File: config.mk
export PLATFORM = sky130hd
export DESIGN_NAME = vga_timing_generator
export DESIGN_NICKNAME = d
export VERILOG_FILES = /design/src/rtl/vga_timing_generator.sv
export SDC_FILE = /design/constraint.sdc
export NUM_CORES = 1
export LEC_CHECK = 0
export CORE_ASPECT_RATIO = 0.8
export CORE_UTILIZATION = 42
export CTS_BUF_LIST = sky130_fd_sc_hd__clkbuf_4 sky130_fd_sc_hd__clkbuf_8 sky130_fd_sc_hd__clkbuf_16
export DETAILED_ROUTE_END_ITERATION = 8
export PLACE_DENSITY = 0.69
export SLEW_MARGIN = 30
export SYNTH_ARGS = -nofsm -noshare
export SYNTH_HDL_FRONTEND = slang
export SYNTH_SLANG_ARGS = --single-unit
File: constraint.sdc
create_clock -name clock -period 2.9 [get_ports clock]
set_input_delay 0.29 -clock clock [delete_from_list [all_inputs] [get_ports clock]]
set_output_delay 0.29 -clock clock [all_outputs]
set_load 0.03 [all_outputs]
File: src/rtl/vga_timing_generator.sv
// VGA/CRT timing generator: clock divider, x/y counters, syncs, events.
// Ports: clock, reset, enable in; pixel_tick, hsync, vsync, video_on,
//   xpos, ypos, line_end, frame_start out; frame_count out when
//   VGA_FRAME_COUNTER_EN is defined.
module vga_timing_generator #(
  parameter int WIDTH     = 10,
  parameter int DIVIDE    = 4,
  parameter int H_ACTIVE  = 640,
  parameter int H_FP      = 16,
  parameter int H_SYNC    = 96,
  parameter int H_BP      = 48,
  parameter int V_ACTIVE  = 480,
  parameter int V_FP      = 10,
  parameter int V_SYNC    = 2,
  parameter int V_BP      = 33,
  parameter bit HSYNC_POL = 1'b0,
  parameter bit VSYNC_POL = 1'b0
) (
  input  logic             clock,
  input  logic             reset,
  input  logic             enable,
  output logic             pixel_tick,
  output logic             hsync,
  output logic             vsync,
  output logic             video_on,
  output logic [WIDTH-1:0] xpos,
  output logic [WIDTH-1:0] ypos,
  output logic             line_end,
  output logic             frame_start
`ifdef VGA_FRAME_COUNTER_EN
  ,
  output logic [7:0]       frame_count
`endif
);

  localparam int H_TOTAL = H_ACTIVE + H_FP + H_SYNC + H_BP;
  localparam int V_TOTAL = V_ACTIVE + V_FP + V_SYNC + V_BP;
  localparam int DW      = (DIVIDE > 1) ? $clog2(DIVIDE) : 1;
  localparam int W1      = WIDTH + 1;

  localparam logic [DW-1:0]    DIV_LAST = DW'(DIVIDE - 1);
  localparam logic [WIDTH-1:0] X_LAST   = WIDTH'(H_TOTAL - 1);
  localparam logic [WIDTH-1:0] Y_LAST   = WIDTH'(V_TOTAL - 1);

  // One extra bit so region bounds equal to 2**WIDTH stay representable.
  localparam logic [WIDTH:0] H_ACT  = W1'(H_ACTIVE);
  localparam logic [WIDTH:0] HS_BEG = W1'(H_ACTIVE + H_FP);
  localparam logic [WIDTH:0] HS_END = W1'(H_ACTIVE + H_FP + H_SYNC);
  localparam logic [WIDTH:0] V_ACT  = W1'(V_ACTIVE);
  localparam logic [WIDTH:0] VS_BEG = W1'(V_ACTIVE + V_FP);
  localparam logic [WIDTH:0] VS_END = W1'(V_ACTIVE + V_FP + V_SYNC);

  logic [DW-1:0]    r_div;
  logic [WIDTH-1:0] r_x;
  logic [WIDTH-1:0] r_y;
  logic             r_hs;
  logic             r_vs;
  logic             r_vid;
  logic             r_fs;

  logic             w_tick;
  logic             w_x_last;
  logic             w_y_last;
  logic [WIDTH-1:0] w_x_nxt;
  logic [WIDTH-1:0] w_y_nxt;
  logic [WIDTH:0]   w_xe;
  logic [WIDTH:0]   w_ye;
  logic             w_hs_act;
  logic             w_vs_act;
  logic             w_vid;

  assign w_tick   = enable && !reset && (r_div == DIV_LAST);
  assign w_x_last = (r_x == X_LAST);
  assign w_y_last = (r_y == Y_LAST);

  always_comb begin
    w_x_nxt = r_x;
    w_y_nxt = r_y;
    if (w_tick) begin
      if (w_x_last) begin
        w_x_nxt = '0;
        w_y_nxt = w_y_last ? '0 : r_y + 1'b1;
      end else begin
        w_x_nxt = r_x + 1'b1;
      end
    end
  end

  // Decode from next-state so the registered flags line up with xpos/ypos.
  assign w_xe     = {1'b0, w_x_nxt};
  assign w_ye     = {1'b0, w_y_nxt};
  assign w_hs_act = (w_xe >= HS_BEG) && (w_xe < HS_END);
  assign w_vs_act = (w_ye >= VS_BEG) && (w_ye < VS_END);
  assign w_vid    = (w_xe < H_ACT) && (w_ye < V_ACT);

  always_ff @(posedge clock) begin
    if (reset) begin
      r_div <= '0;
      r_x   <= '0;
      r_y   <= '0;
      r_hs  <= ~HSYNC_POL;
      r_vs  <= ~VSYNC_POL;
      r_vid <= 1'b0;
      r_fs  <= 1'b0;
    end else begin
      if (enable) begin
        r_div <= (r_div == DIV_LAST) ? '0 : r_div + 1'b1;
      end
      r_x   <= w_x_nxt;
      r_y   <= w_y_nxt;
      // With enable low the next-state equals the current state, so
      // these hold; right after reset they pick up the (0,0) decode.
      r_hs  <= w_hs_act ? HSYNC_POL : ~HSYNC_POL;
      r_vs  <= w_vs_act ? VSYNC_POL : ~VSYNC_POL;
      r_vid <= w_vid;
      r_fs  <= w_tick && w_x_last && w_y_last;
    end
  end

`ifdef VGA_FRAME_COUNTER_EN
  logic [7:0] r_fc;

  always_ff @(posedge clock) begin
    if (reset) begin
      r_fc <= '0;
    end else if (w_tick && w_x_last && w_y_last) begin
      r_fc <= r_fc + 8'd1;
    end
  end

  assign frame_count = r_fc;
`endif

  assign pixel_tick  = w_tick;
  assign line_end    = w_tick && w_x_last;
  assign hsync       = r_hs;
  assign vsync       = r_vs;
  assign video_on    = r_vid;
  assign xpos        = r_x;
  assign ypos        = r_y;
  assign frame_start = r_fs;

endmodule

==> key figures, run 1 <==
Synth
  • Synth Cell Area: between 1000 and 1500 µm²
  • Synth Area in Compound Gates: 13.07%
  • Adder-Cell Fraction of Synth Area: between 3 and 4%
  • Unique masters post-synth: between 40 and 50
  • Register area share after synthesis: 35.77%
  • Post-synth ARST share: 0%
  • Synthesis Warnings: 0
  • Area share of xor/xnor cells in the synthesized design: just under 8%
  • Post-synth EDFFs: 0
  • Synth Instances: 168
  • Synth Register Bits: 26
  • Largest family of logic cells by synthesized area: simple AND/OR/NAND/NOR gates
  • Post-Syn Area per Cell: between 8 and 9 µm²
  • Simple-Gate Fraction of Synth Area: 32.42%
  • Synthesized net count: 175
  • Post-synthesis mux area share: 1.376%
  • Ys flop type: dfxtp_1

STA
  • Max-slew violation count: 0
  • Period utilization: 83.70%
  • Final min period: between 2000 and 2500 ps
  • Post-route setup slack: 472.6 ps
  • Final Setup Violations: 0
  • Fin Setup TNS: 0 ps
  • Rel. slew slack: 71.76%
  • Peak Freq: just over 400 MHz
  • Slew @ Worst Pin: 423.2 ps
  • Final Skew: 8.361 ps
  • RSZ-0062 raised after global routing: false
  • Final hold viol count: 0

Floorplan
  • Die height: 54.65 µm
  • Starting density of the core: 45.50%
  • Core area: 3198 µm²
  • Die area: ~3700 µm²
  • Rows: 18
  • Die X: 67.81 µm
  • I/O pins: 29

Clock network
  • Cts bufs inserted: 3
  • CTS Buffer Depth: 2
  • CTS tree: done
  • Reg clk slew, reported paths: 90 ps
  • H-tree Lvls: 1
  • Cts repair resizes: 0
  • # hold bufs at CTS: 0
  • Postcts setup bufs: 0
  • Clk sinks: 26
  • Worst skew pair latency: 270 ps
  • CTS Root Cell: clkbuf_8

Critical path
  • Reg2reg setup slack: 620 ps
  • Startpoint types: input port
  • Capturing point of the worst reg2reg path: video_on
  • Worst reg-to-reg path cell count: 7
  • Critical path class: in -> out
  • R2r startpoint: xpos[0]
  • Data required time of the worst path: approximately 2600 ps
  • CP endpoint kind: output pin
  • Worst Path Arrival: 2140 ps
  • Max FO, Critical Path: 14

Min path
  • Hold Path Stages: 2
  • Hold path startpoint: r_div[0]
  • Worst hold path type: reg -> reg
  • Hold endpoint: r_div[0]

Finish
  • Layout area overhead: 23.90%
  • Post-route cell area: 1803 µm²
  • Fraction of layout cells with a size suffix above 1: 11.34%
  • Diode count: 0
  • Nets: about 200
  • Fin util: a little under three fifths

Power and ir drop
  • Maximum VDD drop: ~0.26 mV
  • Total power: 0.6979 mW
  • Pwr dens: 387.1 nW/µm²
  • Leak: around 0.62 nW

Placed design
  • Worst slack, placed: 314.3 ps
  • Routability cong.: around 0.95
  • PortBufs: 28
  • Placed Area: 1732 µm²
  • Dpl hpwl: 2385 µm

Drt
  • DR vias/cell: 5.675
  • Post-route DRC: 0
  • DRT Wirelength: 3258 µm
  • Total vias in the final route: 1,328
  • Starting DRC count in detailed routing: 135
  • Routed Antenna Nets: 0
  • Post-DR wirelength/cell: about 14 µm
  • Drt first pass iters: 4

Global route
  • GRT Residual Overflow: 0
  • First-pass GRT wire length: 5416 µm
  • Tot GR Track Use: 19.83%
  • Pin count of the biggest net entering global routing: 16
  • Initial antenna violation count: 0
  • Vias in the first global route: ~1,200

Status
  • Outcome: completed

Flow run
  • Max_cap viols: 0
==> layer usage <==
metal	GRT usage, %	up-vias	part of all wire [%]
li1	-	656	-
met1	28.04	618	48
met2	30.69	52	44
met3	5.208	2	7.0
met4	2.778	0	0.49
met5	0	-	0
==> critical path, cell delays in order <==
cell and delay [ps]:
clkdlybuf4s50_1 550, and4b_2 420, nand4_4 230, inv_1 400, buf_4 240
==> state kept, by name, summed over array words and instances, names as in the netlist <==
register	cells
vsync	1
video_on	1
hsync	1
r_div	2
xpos	10
ypos	10
frame_start	1
==> placed cells by master (no fill, tap or decap), types with 2 or more instances in the layout <==
cell type and instances:
a21oi_1 9, xnor2_1 8, and2_1 3, or3_4 2, a211o_1 2, nand4_1 6
nor2_1 18, buf_4 2, or2_2 2, clkdlybuf4s50_1 27, clkbuf_8 3, inv_1 8
ha_1 4, o21ai_0 5, nand3_1 8, nor3b_1 2, dfxtp_1 26, nor4_1 2
mux2i_1 2, nand2_1 15, xor2_1 5, nor3_1 10
==> synth_stat cells, drive strengths merged, types with 2 or more instances <==
master	count	area (µm²)
mux2i	2	20.02
or2	2	12.51
clkbuf	4	25.02
o21ai	5	25.02
nor2	18	67.56
ha	4	50.05
and2	4	26.28
dfxtp	26	520.5
nand4	7	58.81
a21oi	9	45.04
nor4	2	12.51
or3	4	36.29
a211o	3	27.53
nand4b	2	23.77
nor3	10	50.05
nor3b	2	15.01
buf	3	33.78
xor2	5	43.79
xnor2	8	70.07
inv	8	30.03
nand2	15	56.30
nand3	8	40.04
==> final cells by class <==
cell class	instances	area, µm²
clock buffer	3	41.29
clock inverter	1	30.03
fill	289	1395
inverter	8	30.03
multi-input combinational	127	845.8
sequential	26	520.5
tap	40	50.05
timing repair buffer	29	285.3
==> how the worst max path moves through the flow <==
stage                          end    start  cells after the start
after floorplan           video_on  xpos[0]                      6
after global placement    video_on    reset                      7
after detailed placement  video_on    reset                      7
after CTS                 line_end    reset                      5
after global routing      line_end  xpos[0]                      5
final                     line_end    reset                      5
==> stage by stage <==
stage	cells	hold slack, ps
detailed placement	230	516.6
global placement	230	484.6
CTS	234	536.1
floorplan	168	441.5
global route	234	588.9
finish	234	532.0
==> report_power, final <==
part           internal, mW  switching (mW)  leakage (nW)
sequential            0.361         0.00400         0.210
clock                 0.185           0.115        0.0357
combinational        0.0151          0.0182         0.377
total                 0.561           0.137         0.623
==> kinds of logic after synthesis <==
logic type                 Yosys count
AOI/OAI and AO/OA                   27
xor gates and xnor gates            13
adders and majority gates            4
buffers and inverters               15
DFF                                 26
muxes                                2
and+or+nand+nor                     81
Power figures use the tool's default switching activity.
==> inputs of run 2 (changes only) <==
--- a/config.mk
+++ b/config.mk
@@ -9,7 +9,7 @@
 export CORE_UTILIZATION = 42
 export CTS_BUF_LIST = sky130_fd_sc_hd__clkbuf_4 sky130_fd_sc_hd__clkbuf_8 sky130_fd_sc_hd__clkbuf_16
 export DETAILED_ROUTE_END_ITERATION = 8
-export PLACE_DENSITY = 0.69
+export PLACE_DENSITY = 0.72
 export SLEW_MARGIN = 30
 export SYNTH_ARGS = -nofsm -noshare
 export SYNTH_HDL_FRONTEND = slang
==> constraint.sdc (replaced) <==
create_clock -name clock -period 2.18 [get_ports clock]
set_input_delay 0.218 -clock clock [delete_from_list [all_inputs] [get_ports clock]]
set_output_delay 0.218 -clock clock [all_outputs]
set_load 0.03 [all_outputs]
==> run 2 against run 1 <==
Effect of this change:
- critical path depth rose by 1
- critical endpoint is now video_on
- highest routed layer unchanged
- combinational power is 38% higher
- via count up 1.2%
- wire length down 1.3%
==> key figures, run 2 (same netlist as run 1, synthesis figures left out) <==
STA
  • Hold Slack: 510.3 ps (-21.67 ps)
  • Final hold viol count: 0 (unchanged)
  • Final min period: about 2100 ps
  • Max-slew violation count: 0 (unchanged)
  • RSZ-0062 raised after global routing: false
  • Slew @ Worst Pin: 387.9 ps (-35.31 ps)
  • Final Skew: 3.547 ps (-4.814 ps)
  • Fin Setup TNS: 0 ps (unchanged)
  • Period utilization: 94.67%
  • Rel. slew slack: 73.90% (+2.1 points)
  • Final Setup Violations: 0 (unchanged)
  • Peak Freq: between 400 and 500 MHz

Floorplan
  • Die X: 67.81 µm (unchanged)
  • Core area: 3198 µm² (unchanged)
  • Rows: 18 (unchanged)
  • Starting density of the core: 45.50% (unchanged)
  • I/O pins: 29 (unchanged)
  • Die area: 3705 µm² (unchanged)
  • Die height: 54.65 µm (unchanged)

Min path
  • Hold endpoint: r_div[1]
  • Worst hold path type: reg -> reg
  • Hold path startpoint: r_div[1]
  • Hold Path Stages: 2 (unchanged)

Power and ir drop
  • Leak: 0.6555 nW (+5.2%)
  • Maximum VDD drop: 0.5041 mV (+96%)
  • Pwr dens: 456.5 nW/µm² (+18%)

Drt
  • Drt first pass iters: 4 (unchanged)
  • Total vias in the final route: 1,344 (+1.2%)
  • DR vias/cell: 5.554 (-2.1%)
  • Routed Antenna Nets: 0 (unchanged)
  • Starting DRC count in detailed routing: 57 (-58%)
  • DRT Wirelength: 3215 µm (-1.3%)
  • Post-DR wirelength/cell: 13.29 µm (-4.6%)
  • Post-route DRC: 0 (unchanged)

Clock network
  • CTS Buffer Depth: 2 (unchanged)
  • CTS tree: done
  • Clk sinks: 26 (unchanged)
  • Postcts setup bufs: 0 (unchanged)
  • # hold bufs at CTS: 0 (unchanged)
  • H-tree Lvls: 1 (unchanged)
  • Reg clk slew, reported paths: 90 ps (about the same)
  • Worst skew pair latency: 270 ps (about the same)
  • Cts repair resizes: 0 (unchanged)
  • Cts bufs inserted: 3 (unchanged)
  • CTS Root Cell: clkbuf_8

Critical path
  • Critical path class: reg -> reg
  • Worst reg-to-reg path cell count: 6 (-1)
  • CP endpoint kind: flip-flop
  • Worst Path Arrival: 2230 ps (+90 ps)
  • Max FO, Critical Path: 5 (-9)
  • R2r startpoint: xpos[0]
  • Data required time of the worst path: 2340 ps (-270 ps)
  • Reg2reg setup slack: 120 ps (-500 ps)
  • Startpoint types: flip-flop
  • Capturing point of the worst reg2reg path: video_on

Finish
  • Fraction of layout cells with a size suffix above 1: 15.35% (+4.0 points)
  • Non-Filler Instances: 242 (+3.4%)
  • Diode count: 0 (unchanged)
  • FF+latch area: 520.5 µm² (unchanged)
  • Number of filler cells placed in the layout: 289 (unchanged)
  • Post-route cell area: 1844 µm² (+2.3%)
  • Most frequent cells in the layout: dfxtp_1, clkdlybuf4s50_1, nor2_1
  • Layout area overhead: 26.74%
  • Nets: 210 (+4.0%)
  • Multi-input logic area: 845.8 µm² (unchanged)

Flow run
  • Max_cap viols: 0 (unchanged)

Placed design
  • Placed Area: 1789 µm² (+3.3%)
  • Placed cell count: 238 (+3.5%)
  • PortBufs: 28 (unchanged)
  • Dpl hpwl: 2393 µm (+0.34%)
  • Routability cong.: 0.9582 (+1.1%)

Global route
  • Initial antenna violation count: 0 (unchanged)
  • GRT Residual Overflow: 0 (unchanged)
  • Pin count of the biggest net entering global routing: 16 (unchanged)
  • Vias in the first global route: 1,197 (+2.7%)
  • First-pass GRT wire length: 5271 µm (-2.7%)
  • Tot GR Track Use: 19.25% (-0.58 points)

Status
  • Outcome: completed
[run 2: routing by layer]
layer	share of wire, %	wire, µm	track usage, %
met5	0	0	0
met4	1.6	51	7.986
met3	5.5	177	3.958
met2	42	1365	29.54
met1	50	1621	26.26
[run 2: report_power, final]
part	switching, mW	internal (mW)
combinational	0.0239	0.0222
sequential	0.00531	0.480
clock	0.149	0.162
[run 2: worst max-delay path, cell delays in order (launching register included)]
cell,delay [ps]
dfxtp_1,420
ha_1,260
and3_1,250
nand2_1,140
or3_2,510
a32oi_1,290
nor4b_2,90
[run 2: cell type report]
cell class	instances	share of cell area, %
clock buffers	4	2.985
inverters	8	1.628
multi-input cells	127	45.86
flip-flops and latches	26	28.22
well taps	40	2.714
repair buffers	37	18.59
[run 2: how the worst max path moves through the flow]
stage | from | end | slack (ps) | cells after the start
finish | xpos[0] | video_on | 120 | 6
global route | xpos[0] | video_on | 30 | 6
CTS | xpos[0] | video_on | 120 | 6
detailed placement | enable | video_on | 6 | 6
global placement | enable | video_on | 70 | 6
floorplan | xpos[0] | video_on | 170 | 6
[run 2: through the flow]
step,utilization (%),setup WS [ps],power [mW]
after global routing,57.67,31.05,0.8745
after CTS,57.67,123.4,0.8477
after floorplan,-,165.4,0.5251
final,57.67,116.2,0.8419
after detailed placement,55.95,5.721,0.5425
after global placement,55.95,66.61,0.5413
==> inputs of run 3 (changes only) <==
--- a/config.mk
+++ b/config.mk
@@ -5,11 +5,13 @@
 export SDC_FILE = /design/constraint.sdc
 export NUM_CORES = 1
 export LEC_CHECK = 0
+export CELL_PAD_IN_SITES_DETAIL_PLACEMENT = 0
+export CELL_PAD_IN_SITES_GLOBAL_PLACEMENT = 1
 export CORE_ASPECT_RATIO = 0.8
-export CORE_UTILIZATION = 42
+export CORE_UTILIZATION = 34
 export CTS_BUF_LIST = sky130_fd_sc_hd__clkbuf_4 sky130_fd_sc_hd__clkbuf_8 sky130_fd_sc_hd__clkbuf_16
 export DETAILED_ROUTE_END_ITERATION = 8
-export PLACE_DENSITY = 0.72
+export PLACE_DENSITY = 0.77
 export SLEW_MARGIN = 30
 export SYNTH_ARGS = -nofsm -noshare
 export SYNTH_HDL_FRONTEND = slang
==> run 3 against run 2 <==
Effect of this change:
- clock-buffer cell count shrank 1
- sequential cell count is the same
- hold slack gained 8.3 ps
- largest power group unchanged
==> key figures, run 3 (same netlist as run 1, synthesis figures left out) <==
Drt
  • Total vias in the final route: 1,318 (-1.9%)
  • DR vias/cell: 5.069 (-8.7%)
  • Drt first pass iters: 5 (+1)
  • Post-DR wirelength/cell: 12.90 µm (-2.9%)
  • Starting DRC count in detailed routing: 112 (+96%)
  • Routed Antenna Nets: 0 (unchanged)
  • DRT Wirelength: 3353 µm (+4.3%)
  • Post-route DRC: 0 (unchanged)

Min path
  • Worst hold path type: reg -> reg

Power and ir drop
  • Leak: 0.6681 nW (+1.9%)
  • Internal: 0.6249 mW (-5.9%)
  • Net Switching: 0.1718 mW (-3.4%)
  • Flop pwr share: 60.9% (+3.2 points)
  • Comb pwr share: 5.7% (+0.2 points)
  • Clock Power Share: 33.5% (-3.4 points)
  • Total power: 0.7967 mW (-5.4%)
  • Pwr dens: 424.0 nW/µm² (-7.1%)
  • Maximum VDD drop: 0.2470 mV (-51%)
  • Sw frac: 21.56% (+0.44 points)

Clock network
  • CTS Buffer Depth: 2 (unchanged)
  • Reg clk slew, reported paths: 90 ps (about the same)
  • CTS tree: done
  • Cts bufs inserted: 3 (unchanged)
  • CTS Root Cell: clkbuf_8
  • Worst skew pair latency: 270 ps (about the same)
  • # hold bufs at CTS: 0 (unchanged)
  • Postcts setup bufs: 0 (unchanged)
  • Clk sinks: 26 (unchanged)
  • H-tree Lvls: 1 (unchanged)
  • Cts repair resizes: 0 (unchanged)

Critical path
  • Startpoint types: flip-flop
  • Data required time of the worst path: 1960 ps (-380 ps)
  • Critical path class: reg -> out
  • Worst Path Arrival: 1810 ps (-420 ps)
  • CP endpoint kind: output pin
  • Max FO, Critical Path: 9 (+4)

Finish
  • Most frequent cells in the layout: dfxtp_1, clkdlybuf4s50_1, nor2_1
  • Fin util: 47.53% (-10 points)
  • Layout area overhead: 29.15%
  • Fraction of layout cells with a size suffix above 1: 16.59% (+1.2 points)
  • Nets: 214 (+1.9%)
  • Diode count: 0 (unchanged)
  • Non-Filler Instances: 260 (+7.4%)

Placed design
  • Placed cell count: 257 (+8.0%)
  • PortBufs: 28 (unchanged)
  • Routability cong.: 0.9068 (-5.4%)
  • Worst slack, placed: 37.10 ps (+31.38 ps)
  • Dpl hpwl: 2627 µm (+9.8%)

STA
  • RSZ-0062 raised after global routing: false
  • Final Skew: 2.944 ps (-0.6028 ps)
  • Peak Freq: 494.0 MHz (+2.0%)
  • Max-slew violation count: 0 (unchanged)
  • Post-route setup slack: 155.9 ps (+39.71 ps)
  • Rel. slew slack: 71.42% (-2.5 points)
  • Final hold viol count: 0 (unchanged)
  • Final min period: 2024 ps (-39.71 ps)
  • Period utilization: 92.85% (-1.8 points)
  • Fin Setup TNS: 0 ps (unchanged)
  • Final Setup Violations: 0 (unchanged)
  • Slew @ Worst Pin: 424.7 ps (+36.86 ps)

Floorplan
  • Core area: 3954 µm² (+24%)
  • Starting density of the core: 36.80% (-8.7 points)
  • I/O pins: 29 (unchanged)
  • Die height: 60.52 µm (+11%)
  • Rows: 20 (+2)
  • Die area: 4547 µm² (+23%)
  • Die X: 75.14 µm (+11%)

Global route
  • Tot GR Track Use: 16.07% (-3.2 points)
  • Pin count of the biggest net entering global routing: 19 (+3)
  • Initial antenna violation count: 0 (unchanged)
  • Vias in the first global route: 1,226 (+2.4%)
  • GRT Residual Overflow: 0 (unchanged)
  • First-pass GRT wire length: 5554 µm (+5.4%)

Flow run
  • Max_cap viols: 0 (unchanged)

Status
  • Outcome: completed
[run 3: changes by cell type in the layout (fill, tap and decap cells not counted)]
cell	previous run	this run
buf_4	11	15
clkbuf_8	4	3
[run 3: cell type report]
type,count,area (µm²)
inverter,8,30.03
timing repair buffer,41,372.9
tap,55,68.82
clock buffer,3,41.29
sequential,26,520.5
multi-input combinational,127,845.8
fill,400,2074
[run 3: metal layers]
metal  vias up  global-route usage [%]  wire [µm]
met5         -                       0          0
met4         0                   3.968         27
met3         2                   3.488        165
met2        34                   24.97       1458
met1       606                   22.83       1701
li1        676                       -          -
[run 3: path summary, 6_finish.rpt]
kind,start,to,slack [ps],cells after the start
worst max-delay path,r_div[0],line_end,160,6
worst min-delay path,r_div[1],r_div[1],520,2
worst max register to register,r_div[0],video_on,180,7
worst min register to register,r_div[1],r_div[1],520,2
[run 3: power groups by stage]
stage          Clock (mW)  Combinational [mW]  Sequential [mW]
2_1_floorplan           0              0.0240            0.501
3_3_place_gp            0              0.0448            0.496
3_5_place_dp            0              0.0453            0.496
4_1_cts             0.284              0.0455            0.485
5_1_grt             0.296              0.0498            0.486
6_report            0.267              0.0451            0.485
[run 3: through the flow]
stage | hold WS (ps) | cell area [µm²]
2_1_floorplan | 369.5 | 1455
3_5_place_dp | 499.5 | 1838
3_3_place_gp | 478.6 | 1838
5_1_grt | 567.4 | 1879
4_1_cts | 521.0 | 1879
6_report | 518.6 | 1879
[run 3: critical path: stages (launching register included)]
cell and delay (ps):
dfxtp_1 360, ha_1 240, and4b_2 330, nand4_4 170, inv_1 140, buf_4 150
buf_4 160
